[config.mk]
export PLATFORM = sky130hd
export DESIGN_NAME = pipeline_hazard_controller
export DESIGN_NICKNAME = d
export VERILOG_FILES = /design/src/rtl/pipeline_hazard_controller.sv
export SDC_FILE = /design/constraint.sdc
export NUM_CORES = 1
export LEC_CHECK = 0
export ABC_AREA = 0
export CORE_MARGIN = 4
export CORE_UTILIZATION = 25
export CTS_CLUSTER_SIZE = 10
export DETAILED_ROUTE_END_ITERATION = 8
export PLACE_DENSITY = 0.54
export SLEW_MARGIN = 20
export SYNTH_ARGS = -nofsm -noshare
export SYNTH_HDL_FRONTEND = slang
export SYNTH_SLANG_ARGS = --single-unit
[constraint.sdc]
create_clock -name clk -period 2.5 [get_ports clk]
set_input_delay 0.625 -clock clk [delete_from_list [all_inputs] [get_ports clk]]
set_output_delay 0.625 -clock clk [all_outputs]
set_load 0.1 [all_outputs]
[src/rtl/pipeline_hazard_controller.sv]
`default_nettype none
// ---------------------------------------------------------------------------
// pipeline_hazard_controller: stall/bubble/flush sequencer for a 4-stage pipe.
// Optional perf counters: HAZARD_PERF_COUNTER_EN.   Rev 1.0
// ---------------------------------------------------------------------------
module pipeline_hazard_controller #(
  parameter int REG_ADDR_WIDTH = 5,
  parameter int MEM_TIMEOUT    = 64,
  parameter int CNT_WIDTH      = 32
) (
  input  logic                      clk,
  input  logic                      rst,
  input  logic                      decode_valid,
  input  logic [REG_ADDR_WIDTH-1:0] decode_rs1,
  input  logic [REG_ADDR_WIDTH-1:0] decode_rs2,
  input  logic                      decode_use_rs1,
  input  logic                      decode_use_rs2,
  input  logic                      decode_is_store,
  input  logic                      ex_valid,
  input  logic                      ex_is_load,
  input  logic [REG_ADDR_WIDTH-1:0] ex_rd,
  input  logic                      mem_req,
  input  logic                      mem_ready,
  input  logic                      branch_taken,
  output logic                      fetch_stall,
  output logic                      decode_stall,
  output logic                      ex_stall,
  output logic                      mem_stall,
  output logic                      ex_bubble,
  output logic                      fetch_flush,
  output logic                      decode_flush,
  output logic                      mem_timeout_err
`ifdef HAZARD_PERF_COUNTER_EN
  ,
  output logic [CNT_WIDTH-1:0]      perf_load_use_cnt,
  output logic [CNT_WIDTH-1:0]      perf_mem_wait_cnt,
  output logic [CNT_WIDTH-1:0]      perf_flush_cnt
`endif
);

  localparam int WAIT_W = $clog2(MEM_TIMEOUT + 1);
  localparam logic [WAIT_W-1:0] TIMEOUT_VAL = WAIT_W'(MEM_TIMEOUT);

  typedef enum logic [1:0] {
    ST_RUN      = 2'd0,
    ST_MEM_WAIT = 2'd1,
    ST_ERROR    = 2'd2
  } state_t;

  state_t              state;
  logic                pending_flush;
  logic [WAIT_W-1:0]   wait_cnt;
  logic [WAIT_W-1:0]   wait_next;
  logic                mem_busy;
  logic                load_use;

  assign mem_busy  = mem_req & ~mem_ready;
  assign wait_next = wait_cnt + WAIT_W'(1);
  assign load_use  = decode_valid & ex_valid & ex_is_load & (ex_rd != '0) &
                     ((decode_use_rs1 & (decode_rs1 == ex_rd)) |
                      ((decode_use_rs2 | decode_is_store) & (decode_rs2 == ex_rd)));

  // Outputs are gated by rst so the whole block is quiet while held in reset.
  always_comb begin
    fetch_stall     = 1'b0;
    decode_stall    = 1'b0;
    ex_stall        = 1'b0;
    mem_stall       = 1'b0;
    ex_bubble       = 1'b0;
    fetch_flush     = 1'b0;
    decode_flush    = 1'b0;
    mem_timeout_err = 1'b0;
    if (rst) begin
      case (state)
        ST_RUN, ST_MEM_WAIT: begin
          if (mem_busy) begin
            fetch_stall  = 1'b1;
            decode_stall = 1'b1;
            ex_stall     = 1'b1;
            mem_stall    = 1'b1;
          end else if (branch_taken || (state == ST_MEM_WAIT && pending_flush)) begin
            fetch_flush  = 1'b1;
            decode_flush = 1'b1;
          end else if (load_use) begin
            fetch_stall  = 1'b1;
            decode_stall = 1'b1;
            ex_bubble    = 1'b1;
          end
        end
        ST_ERROR: begin
          fetch_stall     = 1'b1;
          decode_stall    = 1'b1;
          ex_stall        = 1'b1;
          mem_stall       = 1'b1;
          mem_timeout_err = 1'b1;
        end
        default: ;
      endcase
    end
  end

  always_ff @(posedge clk or negedge rst) begin
    if (!rst) begin
      state         <= ST_RUN;
      pending_flush <= 1'b0;
      wait_cnt      <= '0;
    end else begin
      case (state)
        ST_RUN: begin
          if (mem_busy) begin
            state         <= ST_MEM_WAIT;
            wait_cnt      <= WAIT_W'(1);
            pending_flush <= branch_taken;
          end
        end
        ST_MEM_WAIT: begin
          if (mem_busy) begin
            pending_flush <= pending_flush | branch_taken;
            // wait_next never exceeds MEM_TIMEOUT: reaching it leaves this state.
            wait_cnt      <= wait_next;
            if (wait_next == TIMEOUT_VAL) state <= ST_ERROR;
          end else begin
            state         <= ST_RUN;
            pending_flush <= 1'b0;
            wait_cnt      <= '0;
          end
        end
        ST_ERROR: ;
        default: state <= ST_RUN;
      endcase
    end
  end

`ifdef HAZARD_PERF_COUNTER_EN
  always_ff @(posedge clk or negedge rst) begin
    if (!rst) begin
      perf_load_use_cnt <= '0;
      perf_mem_wait_cnt <= '0;
      perf_flush_cnt    <= '0;
    end else begin
      if (ex_bubble && perf_load_use_cnt != '1) perf_load_use_cnt <= perf_load_use_cnt + 1'b1;
      if (mem_stall && perf_mem_wait_cnt != '1) perf_mem_wait_cnt <= perf_mem_wait_cnt + 1'b1;
      if (fetch_flush && perf_flush_cnt != '1)  perf_flush_cnt    <= perf_flush_cnt + 1'b1;
    end
  end
`else
  logic [CNT_WIDTH-1:0] unused_cnt_width;
  assign unused_cnt_width = '0;
`endif

endmodule
`default_nettype wire

==> results of run 1 <==
## through the flow
stage / power (mW) / utilization, % / area, um^2 / setup slack [ns] / std cells
6_report: 0.500 / 49.8 / 1410 / -0.0912 / 168
2_1_floorplan: 0.264 / - / 816 / -0.567 / 94
4_1_cts: 0.500 / 48.8 / 1380 / -0.0832 / 168
3_3_place_gp: 0.347 / 45.7 / 1290 / -0.439 / 163
3_5_place_dp: 0.348 / 45.7 / 1290 / -0.465 / 163
5_1_grt: 0.528 / 49.8 / 1410 / -0.137 / 168
## kinds of logic (layout without fill, tap and decap cells)
| group | Yosys count | count (layout) | share of synthesized area, % |
|---|---|---|---|
| AOI/OAI and AO/OA | 20 | 20 | 18.0 |
| xor gates and xnor gates | 10 | 10 | 11.5 |
| adders and majority gates | 1 | 1 | 1.64 |
| buffers and inverters | 9 | 52 | 6.55 |
| DFF | 10 | 10 | 32.7 |
| muxes | 2 | 2 | 2.62 |
| and+or+nand+nor | 42 | 42 | 27.0 |
## report_power, final
part	internal [mW]	switching [mW]
combinational	0.0806	0.0939
sequential	0.169	0.0102
clock	0.0883	0.0580
## worst max-delay path, stage by stage
cell      delay [ns]
clkbuf_2        0.11
xor2_2          0.18
nor4_2          0.29
a32oi_2         0.18
buf_4           0.17
nor3_4          0.20
buf_12          0.20
## final timing paths
kind | slack, ns | startpoint | depth (start not counted) | end
worst max-delay path | -0.09 | decode_rs1[3] | 7 | ex_bubble
worst min-delay path | 0.47 | rst | 2 | pending_flush
worst max register to register | 1.11 | wait_cnt[3] | 4 | state[0]
worst min register to register | 0.57 | wait_cnt[6] | 2 | wait_cnt[6]
max in group asynchronous | 1.82 | rst | 3 | state[0]
min in group clk | 0.57 | wait_cnt[6] | 2 | wait_cnt[6]
## routing by layer
layer	share of wire (%)	global-route usage, %	wire (um)	up-vias
met2	56	22.5	1370	19
met1	41	15.1	997	396
met5	0	0	0	-
met3	3.0	2.84	73	0
met4	0	2.43	0	0
li1	-	-	-	412
## cell usage in the layout, fill, tap and decap left out, drive strengths merged, types with 2 or more instances in the layout
cell type | synthesis | routed
clkdlybuf4s50 | 0 | 3
o21ai | 8 | 8
nor3 | 4 | 4
a31oi | 2 | 2
nand3 | 4 | 4
dfrtp | 10 | 10
buf | 5 | 28
a21oi | 3 | 3
dlymetal6s2s | 0 | 4
nor4 | 2 | 2
nor2 | 11 | 11
nand2 | 12 | 12
mux2i | 2 | 2
clkdlybuf4s15 | 0 | 2
inv | 3 | 3
xor2 | 9 | 9
and2 | 2 | 2
dlygate4sd2 | 0 | 6
clkbuf | 1 | 6
## cell type report
cell class	instances	area [um^2]	area share, %
timing repair buffer	45	480	34.1
inverter	3	11.3	0.799
tap	31	38.8	2.75
clock buffer	4	36.3	2.58
sequential	10	250	17.8
multi-input combinational	75	592	42.0
## synthesized netlist by cell type, types with 2 or more instances
cell type	count	area, um^2
buf_4	4	30.0
o21ai_0	7	35.0
nor3_1	4	20.0
a31oi_1	2	12.5
and2_1	2	12.5
nand3_1	4	20.0
xor2_1	9	78.8
a21oi_1	3	15.0
dfrtp_1	10	250
nand2_1	12	45.0
mux2i_1	2	20.0
nor2_1	11	41.3
inv_1	2	7.51
## registers in the layout (all words and copies together) (netlist names)
name           count
wait_cnt           7
state              2
pending_flush      1
## repair_timing
action                                  CTS  global route
buffers inserted                          1             0
gates resized for setup                  56            16
pin swaps                                14             8
endpoints found under the setup margin    7             7
==> metrics.csv, run 1 <==
metric,value,unit
status,"finished, violations left",
violations,setup timing,
cap_violations,0,
endpoint_kind,output pin,
synthCells,94,
gr-total-overflow,0,
fillerInstances,253,
whs,0.475,ns
drtAntennaViolNets,0,
finalHoldViolCount,0,
wirelength,2440,um
cts_tree,yes,
hp-class,in -> async,
die_h,63.3,um
cts.sinks,10,
synth_edf_count,0,
num_vias,827,
path_class,in -> out,
start_util,27.0,%
grt_pass1_wl,3980,um
hold_buffers,0,
clk_pin_slew,0.07,ns
rsz0062_at_grt,true,
slew_headroom,61.0,%
routedWlPerCell,14.5,um
syn-num-nets,121,
htreeDepth,1,
drive_above_1_share,38.7,%
grt_use_total,12.5,%
diodes,0,
cts_root_buf,clkbuf_4,
fin_ws,-0.0912,ns
dieArea,0.00401,mm^2
core,0.00283,mm^2
syn-cell-area,764,um^2
vias_per_cell,4.92,
syn_avg_cell_area,8.13,um^2
row_count,19,
cp_max_fo,2,
min_period,2.59,ns
setup_viol,3,
grt_max_degree,9,
seq_area_frac_synth,32.7,%
numCtsBuffers,3,
dr.pass1.iters,4,
async_flop_share,100,%
drv_slew,0,
synth.distinct_cells,35,
timing.fmax,386,MHz
antenna_found_initial,0,
synth-main-ff-cell,dfrtp_1,
p_leak,0.629,nW
fin_nets,165,
clock_tree.buffer_depth,2,
syn2layout_area_growth,84.3,%
fin_crit_sh,104,%
fin_skew,0.00327,ns
hpwl,1810,um
clk_latency,0.26,ns
peakVddDrop,0.000263,V
ys_warn_count,0,
port-buffer-count,33,
synth_seq_cells,10,
grt_pass1_vias,849,
arrival,1.97,ns
setup_tns,-0.175,ns
gp_congestion,0.793,
power_density,355,mW/mm^2
start_kind,primary input,
drt_iter0_drc,20,
ios,34,
worst_pin_slew,0.581,ns
crit_required,1.88,ns
drc,0,
die_x,63.3,um
Note: power is estimated with default switching activity, not from simulation.
==> run 2, diff against run 1 <==
--- a/config.mk
+++ b/config.mk
@@ -7,10 +7,12 @@
 export LEC_CHECK = 0
 export ABC_AREA = 0
 export CORE_MARGIN = 4
-export CORE_UTILIZATION = 25
+export CORE_UTILIZATION = 40
 export CTS_CLUSTER_SIZE = 10
 export DETAILED_ROUTE_END_ITERATION = 8
-export PLACE_DENSITY = 0.54
+export PLACE_DENSITY = 0.78
+export RECOVER_POWER = 25
+export SETUP_SLACK_MARGIN = 0.5
 export SLEW_MARGIN = 20
 export SYNTH_ARGS = -nofsm -noshare
 export SYNTH_HDL_FRONTEND = slang
==> metrics.csv, run 2 (same netlist as run 1, synthesis figures left out) <==
metric,value,unit,change
clock_tree.buffer_depth,2,,unchanged
syn2layout_area_growth,89.7,%,
largest_reg_flops,7,,unchanged
rr_endpoint,state[0],,
slew_headroom,67.7,%,+6.7 points
htreeDepth,1,,unchanged
cts_root_buf,clkbuf_4,,
cap_violations,0,,unchanged
fin_ws,-0.160,ns,-0.0684 ns
grt_pass1_vias,949,,+12%
finalHoldViolCount,0,,unchanged
reg2reg_slack,1.08,ns,-0.03 ns
hpwl,1900,um,+5.3%
ios,34,,unchanged
path_class,in -> out,,
hp-class,in -> async,,
p_leak,0.649,nW,+3.2%
row_count,15,,-4
r2r_cells,4,,unchanged
cp_max_fo,3,,+1
gp_congestion,0.810,,+2.1%
start_kind,primary input,,
fin_nets,171,,+3.6%
drt_iter0_drc,10,,-50%
vias_per_cell,5.49,,+11%
largest_register,wait_cnt,,
grt_max_degree,10,,+1
port-buffer-count,33,,unchanged
min_period,2.66,ns,+0.0684 ns
reg.largest.list,"wait_cnt: 7 flops, state: 2 flops, pending_flush: 1 flops",,
drc,0,,unchanged
die_h,51.7,um,-18%
rsz0062_at_grt,true,,
clk_latency,0.27,ns,about the same
gr-total-overflow,0,,unchanged
grt_use_total,23.5,%,+11 points
worst_pin_slew,0.481,ns,-0.0992 ns
cts.sinks,10,,unchanged
hold_buffers,0,,unchanged
peakVddDrop,0.000312,V,+18%
routedWlPerCell,16.4,um,+13%
setup_tns,-0.358,ns,-0.184 ns
wirelength,2730,um,+12%
setup_viol,3,,unchanged
numCtsBuffers,3,,unchanged
dp_cells,154,,-5.5%
final_cell_mix,"nand2_1 (12), buf_4 (12), dfrtp_1 (10)",,
drive_above_1_share,40.8,%,+2.2 points
status,"finished, violations left",,
instances_no_fill,167,,-0.60%
drtAntennaViolNets,0,,unchanged
diodes,0,,unchanged
start_util,43.3,%,+16 points
fin_crit_sh,106,%,+2.7 points
crit_required,1.88,ns,about the same
dieArea,0.00267,mm^2,-33%
grt_pass1_wl,4440,um,+12%
fin_skew,0.00103,ns,-0.00224 ns
core,0.00176,mm^2,-38%
antenna_found_initial,0,,unchanged
power_density,325,mW/mm^2,-8.5%
drv_slew,0,,unchanged
die_x,51.7,um,-18%
cts_tree,yes,,
clk_pin_slew,0.06,ns,about the same
num_vias,916,,+11%
fillerInstances,113,,-55%
arrival,2.03,ns,+0.06 ns
violations,setup timing,,
timing.fmax,376,MHz,-2.6%
endpoint_kind,output pin,,
dr.pass1.iters,4,,unchanged
timing.rr.start,wait_cnt[3],,
-- run 2: changes by cell type in the layout (fill, tap and decap cells not counted), moves of 2 or more --
cell / change
buf_2: +4
buf_6: +3
clkbuf_1: +2
dlygate4sd2_1: -2
inv_2: -2
nor2_1: -2
nor2_4: +2
xor2_1: +2
xor2_2: -2
-- run 2: power by group --
part	internal [mW]	leakage, nW	switching (mW)	total [mW]
combinational	0.0847	0.501	0.0965	0.181
clock	0.0556	0.0138	0.0544	0.110
sequential	0.169	0.134	0.0107	0.180
total	0.309	0.649	0.162	0.471
-- run 2: timing repair --
action | CTS | global route
gates resized for setup | 72 | 10
setup buffers | 9 | 1
setup endpoints to repair | 8 | 8
pin swaps | 17 | 7
-- run 2: critical path, stage by stage --
cell,delay (ns)
buf_8,0.10
xor2_2,0.16
nor4_2,0.34
a32oi_2,0.21
buf_4,0.18
nor3_4,0.21
buf_12,0.20
-- run 2: worst max path at each step --
stage / startpoint / to / cells past startpoint
after floorplan: ex_rd[3] / fetch_stall / 5
after global placement: ex_rd[1] / fetch_stall / 6
after detailed placement: ex_rd[1] / decode_stall / 6
after CTS: decode_rs1[1] / decode_stall / 6
after global routing: decode_rs2[2] / ex_bubble / 7
final: ex_rd[3] / ex_bubble / 7
-- run 2: per-stage QoR --
step | hold slack [ns] | setup WS (ns) | power (mW) | instance area (um^2) | utilization [%]
after floorplan | 0.329 | -0.567 | 0.274 | 883 | -
after global placement | 0.503 | -0.441 | 0.349 | 1310 | 74.2
after detailed placement | 0.508 | -0.585 | 0.353 | 1310 | 74.2
after CTS | 0.284 | -0.182 | 0.473 | 1430 | 81.0
after global routing | 0.402 | -0.197 | 0.494 | 1450 | 82.2
final | 0.368 | -0.160 | 0.471 | 1450 | 82.2
-- run 2: cell type report --
type / count / area (um^2) / area share [%]
Multi-Input combinational cell: 75 / 586 / 40.4
Inverter: 3 / 26.3 / 1.81
Clock buffer: 3 / 22.5 / 1.55
Tap cell: 25 / 31.3 / 2.16
Sequential cell: 10 / 250 / 17.3
Timing Repair Buffer: 51 / 534 / 36.8
-- run 2: metal layers --
layer | vias up | share of wire (%) | global-route usage, %
li1 | 426 | - | -
met1 | 448 | 34 | 23.6
met2 | 30 | 58 | 43.6
met3 | 12 | 4.6 | 5.73
met4 | 0 | 3.8 | 13.5
met5 | - | 0 | 0
==> RTL change 1: new RTL, flow settings as in run 2 <==
The parameter `MEM_TIMEOUT` goes from 64 to 128.
--- a/src/rtl/pipeline_hazard_controller.sv
+++ b/src/rtl/pipeline_hazard_controller.sv
@@ -5,7 +5,7 @@
 // ---------------------------------------------------------------------------
 module pipeline_hazard_controller #(
   parameter int REG_ADDR_WIDTH = 5,
-  parameter int MEM_TIMEOUT    = 64,
+  parameter int MEM_TIMEOUT    = 128,
   parameter int CNT_WIDTH      = 32
 ) (
   input  logic                      clk,
Behaviour: same outputs for any inputs over 10 cycles, from zero or initial values and one cycle with rst low; that may be too few to reach the edited logic, so the function may still have changed.
==> RTL change 1 against run 2 <==
- the flow still finishes with violations (negative setup slack)
- wire length increased by 5.4%
- sequential power is 9% higher
- synthesized area is 9.7% higher
- power is 5.7% higher
- register-to-register slack worse by 0.28 ns
- first-iteration DRC count increased to 3.6 times the old value
- sequential cell count increased by 1
- design area increased by 0.95%
- setup slack improved by 0.083 ns
- largest power group is now registers
- highest routed layer unchanged
==> RTL change 1: results (changes against run 2) <==
Status
  • Status: complete, but fails checks
  • Failing checks: negative setup slack

Logic synthesis
  • Mapped Avg Cell Area: 8.14 um2 (about the same)
  • Yosys cell types: 36 (+2.9%)
  • YS warnings: 0 (unchanged)
  • Most instantiated cells after synthesis: 12 x nand2_1, 11 x dfrtp_1, 10 x nor2_1
  • Sequential share of the synthesized area: 0.328 (+0.00103)
  • Syn Nets: 130 (+7.4%)
  • Top area cells in the synthesized netlist: dfrtp_1 33%, xor2_1 9.4%, o21ai_0 5.4%

Power
  • Leakage: 0.642 nW (-1.2%)
  • Seq pwr share: 0.395 (+0.013)
  • Power in the clock group: 0.131 mW (+19%)
  • Peak VDD IR: 0.000328 V (+5.1%)
  • Logic pwr share: 0.341 (-0.044)
  • Cell Int Power: 0.323 mW (+4.4%)

Drt
  • Wl on met1: 1040 um (+13%)
  • Iter 0 DRT Violations: 36 (+26)
  • Wire per inst: 16.3 um (-0.57%)
  • Met2 Routed Length: 1640 um (+3.9%)
  • Vias per cell: 5.59 (+2.0%)
  • Met3 wire len: 132 um (+5.6%)

Global routing
  • Met1 Use GR: 0.239 (+0.00378)
  • Grt met2 use: 0.413 (-0.0231)
  • Largest net degree at the start of global routing: 11 (+1)
  • First-pass GRT wire length: 4410 um (-0.77%)
  • Grt met3 use: 0.0443 (-0.0130)
  • Gr usage total: 0.222 (-0.0139)

Timing
  • Clock skew: 0.00806 ns (+0.00703 ns)
  • Setup Viol. Count Final: 3 (unchanged)
  • Relative slew slack: 0.573 (-0.104)
  • Setup_tns: -0.175 ns (+0.183 ns)
  • Slack of the critical path: -0.0767 ns (+0.0829 ns)

Placed design
  • Post-Place Cell Area: 1380 um2 (+5.3%)
  • Placed cells: 166 (+7.8%)
  • GPL Wtd Cong: 0.799 (-1.4%)
  • Dpl ws: -0.559 ns (+0.0256 ns)
  • Detailed placement HPWL: 2110 um (+11%)

Critical path
  • Crit path arrival time: 1.95 ns (-0.08 ns)
  • Critical path's largest stage delay: 0.53 ns (+0.19 ns)
  • Slowest CP cell: or4_4

Cells and area
  • Top flop regs: wait_cnt x8, state x2, pending_flush x1
  • Design Area, Final: 1460 um2 (+0.95%)
  • Layout cell share with drive strength beyond 1: 0.373 (-0.0351)
  • Layout Cells excl Fill: 177 (+6.0%)

CTS
  • Total setup buffers inserted after CTS: 2 (-7)
  • Clock slew at reported path FFs: 0.08 ns (+0.02 ns)
RTL change 1: worst paths after layout:
path / startpoint / endpoint / slack, ns / cells past startpoint
hold / removal: rst / state[1] / 0.32 / 2
max in group asynchronous: rst / state[0] / 1.63 / 2
hold reg to reg: pending_flush / pending_flush / 0.55 / 2
min in group clk: pending_flush / pending_flush / 0.55 / 2
setup reg to reg: wait_cnt[0] / state[0] / 0.80 / 5
setup / recovery: ex_rd[1] / fetch_stall / -0.08 / 6
RTL change 1: logic make-up (layout without fill, tap and decap cells):
family	Yosys count	count (layout)	synth area share
xor+xnor	10	10	0.104
fa+ha+maj	1	1	0.0149
compound gates	28	28	0.210
buf+inv	9	56	0.0687
mux	2	2	0.0239
flops	11	11	0.328
simple gates	42	42	0.249
RTL change 1: area by class of cell:
cell class,count,area [um2]
Clock buffer,4,26.3
Fill cell,139,518
Inverter,3,18.8
Multi-Input combinational cell,83,617
Sequential cell,11,277
Tap cell,27,33.8
Timing Repair Buffer,49,492
==> RTL change 2: new RTL, flow settings as in run 2 <==
Without the edit above. Register the output `mem_timeout_err`, cleared by the reset; this adds one clock of latency there. The other outputs are not delayed to match.
--- a/src/rtl/pipeline_hazard_controller.sv
+++ b/src/rtl/pipeline_hazard_controller.sv
@@ -47,6 +47,8 @@
     ST_ERROR    = 2'd2
   } state_t;
 
+  logic mem_timeout_err_d;
+
   state_t              state;
   logic                pending_flush;
   logic [WAIT_W-1:0]   wait_cnt;
@@ -69,7 +71,7 @@
     ex_bubble       = 1'b0;
     fetch_flush     = 1'b0;
     decode_flush    = 1'b0;
-    mem_timeout_err = 1'b0;
+    mem_timeout_err_d = 1'b0;
     if (rst) begin
       case (state)
         ST_RUN, ST_MEM_WAIT: begin
@@ -92,7 +94,7 @@
           decode_stall    = 1'b1;
           ex_stall        = 1'b1;
           mem_stall       = 1'b1;
-          mem_timeout_err = 1'b1;
+          mem_timeout_err_d = 1'b1;
         end
         default: ;
       endcase
@@ -148,6 +150,14 @@
   assign unused_cnt_width = '0;
 `endif
 
+  always_ff @(posedge clk or negedge rst) begin
+    if (!rst) begin
+      mem_timeout_err <= '0;
+    end else begin
+      mem_timeout_err <= mem_timeout_err_d;
+    end
+  end
+
 endmodule
 `default_nettype wire
 
Behaviour: no difference found for any inputs over 10 cycles, from zero or initial values and one cycle with rst low; that may be too few to reach the edited logic, so the function may still have changed.
==> RTL change 2 against run 2 <==
- the flow still finishes with violations (negative setup slack)
- hold slack improved by 0.21 ns
- sequential cell count rose by 1
- core utilization fell by 7.9 points
- synthesized area rose by 6.1%
- wire length fell by 12%
- setup slack improved by 0.059 ns
- power fell by 6.1%
- die area rose by 5.1%
- design area fell by 0.52%
- critical path type unchanged
- largest cell class unchanged
- largest power group is now registers
==> RTL change 2: results (changes against run 2) <==
Logic synthesis
  • Syn Nets: 122 (+0.83%)
  • EDFF count, synth: 0 (unchanged)
  • Yosys cell types: 36 (+2.9%)
  • Sequential share of the synthesized area: 0.340 (+0.0122)
  • Most instantiated cells after synthesis: 11 x dfrtp_1, 10 x nand2_1, 9 x nor2_1, 9 x xor2_1, 8 x o21ai_0
  • Top area cells in the synthesized netlist: dfrtp_1 34%, xor2_1 9.7%, o21ai_0 4.9%
  • Mapped Cells: 95 (+1.1%)

Drt
  • Routed WL: 2420 um (-12%)
  • Drt first pass iters: 5 (+1)
  • Vias per cell: 5.22 (-4.9%)
  • Wire per inst: 14.5 um (-11%)
  • Iter 0 DRT Violations: 15 (+5)

Cells and area
  • Top flop regs: wait_cnt x7, state x2
  • Nets: 167 (-2.3%)
  • Layout cell share with drive strength beyond 1: 0.410 (+0.00162)
  • # fillers: 149 (+32%)

Global routing
  • Initial antenna violation count: 0 (unchanged)
  • Vias in the first global route: 827 (-13%)
  • First-pass GRT wire length: 3800 um (-14%)
  • Largest net degree at the start of global routing: 9 (-1)
  • Gr usage total: 0.184 (-0.0514)

Placed design
  • Detailed placement HPWL: 1760 um (-7.8%)
  • Placed cells: 158 (+2.6%)
  • I/O Buffers: 33 (unchanged)
  • Post-Place Cell Area: 1350 um2 (+3.1%)
  • GPL Wtd Cong: 0.874 (+7.9%)

Critical path
  • Reg2Reg Depth: 5 (+1)
  • FF-to-FF setup slack: 1.10 ns (+0.02 ns)
  • FF-to-FF Start: wait_cnt[0]
  • Crit Reg-Reg Endpoint: wait_cnt[6]
  • CP Max Fanout: 2 (-1)
  • Setup crit start: decode_rs2[3]

Floorplanning
  • Initial Util: 0.418 (-0.0158)

Status
  • Failing checks: negative setup slack
  • Status: complete, but fails checks

Worst hold path
  • Hold WC Path Type: reg -> reg
  • Hold EP: wait_cnt[6]
  • Hold Crit Depth: 2

CTS
  • Clock H-tree levels: 1 (unchanged)
  • CTS Buf Count: 3 (unchanged)
  • Clock slew at reported path FFs: 0.06 ns (about the same)
  • Worst skew pair latency: 0.27 ns (about the same)

Timing
  • Slack of the critical path: -0.101 ns (+0.0588 ns)
  • Setup Viol. Count Final: 3 (unchanged)
  • Worst slew pin tran: 0.523 ns (+0.0418 ns)
  • Clock skew: 0.00789 ns (+0.00686 ns)

Power
  • Net Sw Frac: 0.304 (-0.0388)
  • Leakage: 0.604 nW (-7.0%)
  • Peak VDD IR: 0.000331 V (+6.3%)
-- RTL change 2: changes by cell type after synthesis, sizes merged, moves of 2 or more --
| cell | run 2 | this run |
|---|---|---|
| nor2 | 11 | 9 |
| nand2 | 12 | 10 |
| inv | 3 | 5 |
| and2 | 2 | 0 |
-- RTL change 2: layout make-up --
| class | instances | area share |
|---|---|---|
| Multi-Input combinational cell | 74 | 0.432 |
| Sequential cell | 11 | 0.191 |
| Tap cell | 27 | 0.0234 |
| Clock buffer | 4 | 0.0182 |
| Timing Repair Buffer | 45 | 0.317 |
| Inverter | 5 | 0.0182 |
-- RTL change 2: metrics by stage --
step	TNS, ns	worst slack (ns)	hold WS, ns	power, mW	util
floorplan	-1.06	-0.567	0.329	0.255	-
global placement	-1.24	-0.449	0.500	0.324	0.695
detailed placement	-1.30	-0.464	0.535	0.325	0.695
CTS	-0.192	-0.0709	0.576	0.447	0.731
global route	-0.377	-0.156	0.615	0.465	0.743
finish	-0.259	-0.101	0.580	0.442	0.743
-- RTL change 2: worst max path at each step --
| stage | slack [ns] | endpoint | cells after the start |
|---|---|---|---|
| finish | -0.10 | ex_bubble | 7 |
| global route | -0.16 | ex_bubble | 7 |
| CTS | -0.07 | decode_stall | 6 |
| detailed placement | -0.46 | decode_stall | 6 |
| global placement | -0.45 | decode_stall | 6 |
| floorplan | -0.57 | fetch_stall | 5 |
-- RTL change 2: routing by layer --
layer / vias to the layer above / GRT usage / share of wire
li1: 428 / - / -
met1: 415 / 0.238 / 0.40
met2: 23 / 0.329 / 0.56
met3: 0 / 0.0338 / 0.040
met4: 0 / 0.0128 / 0
met5: - / 0 / 0
-- RTL change 2: critical path: stages --
cell and delay (ns):
dlygate4sd2_1 0.24, xor2_1 0.15, nor4_2 0.25, a32oi_2 0.13, buf_4 0.17, nor3_4 0.20, buf_12 0.20
-- RTL change 2: cells by family (layout without fill, tap and decap cells) --
kind of cell	count (synthesis)	count (layout)	share of synthesized area
flops	11	11	0.340
compound gates	25	25	0.224
xor+xnor	10	10	0.108
fa+ha+maj	1	1	0.0154
mux	1	1	0.0123
buf+inv	10	54	0.0648
simple gates	37	37	0.236
-- RTL change 2: power by group through the flow --
| stage | Combinational, mW | Sequential, mW | Clock (mW) |
|---|---|---|---|
| 5_1_grt | 0.153 | 0.181 | 0.131 |
| 3_5_place_dp | 0.140 | 0.185 | 0 |
| 4_1_cts | 0.142 | 0.181 | 0.123 |
| 6_report | 0.145 | 0.181 | 0.116 |
| 3_3_place_gp | 0.139 | 0.185 | 0 |
| 2_1_floorplan | 0.0646 | 0.191 | 0 |
-- RTL change 2: repair_timing --
action	in CTS	in global routing
setup buffers	3	1
pin swaps	14	5
gates resized for setup	59	16
hold buffers	0	0
endpoints found under the setup margin	7	7
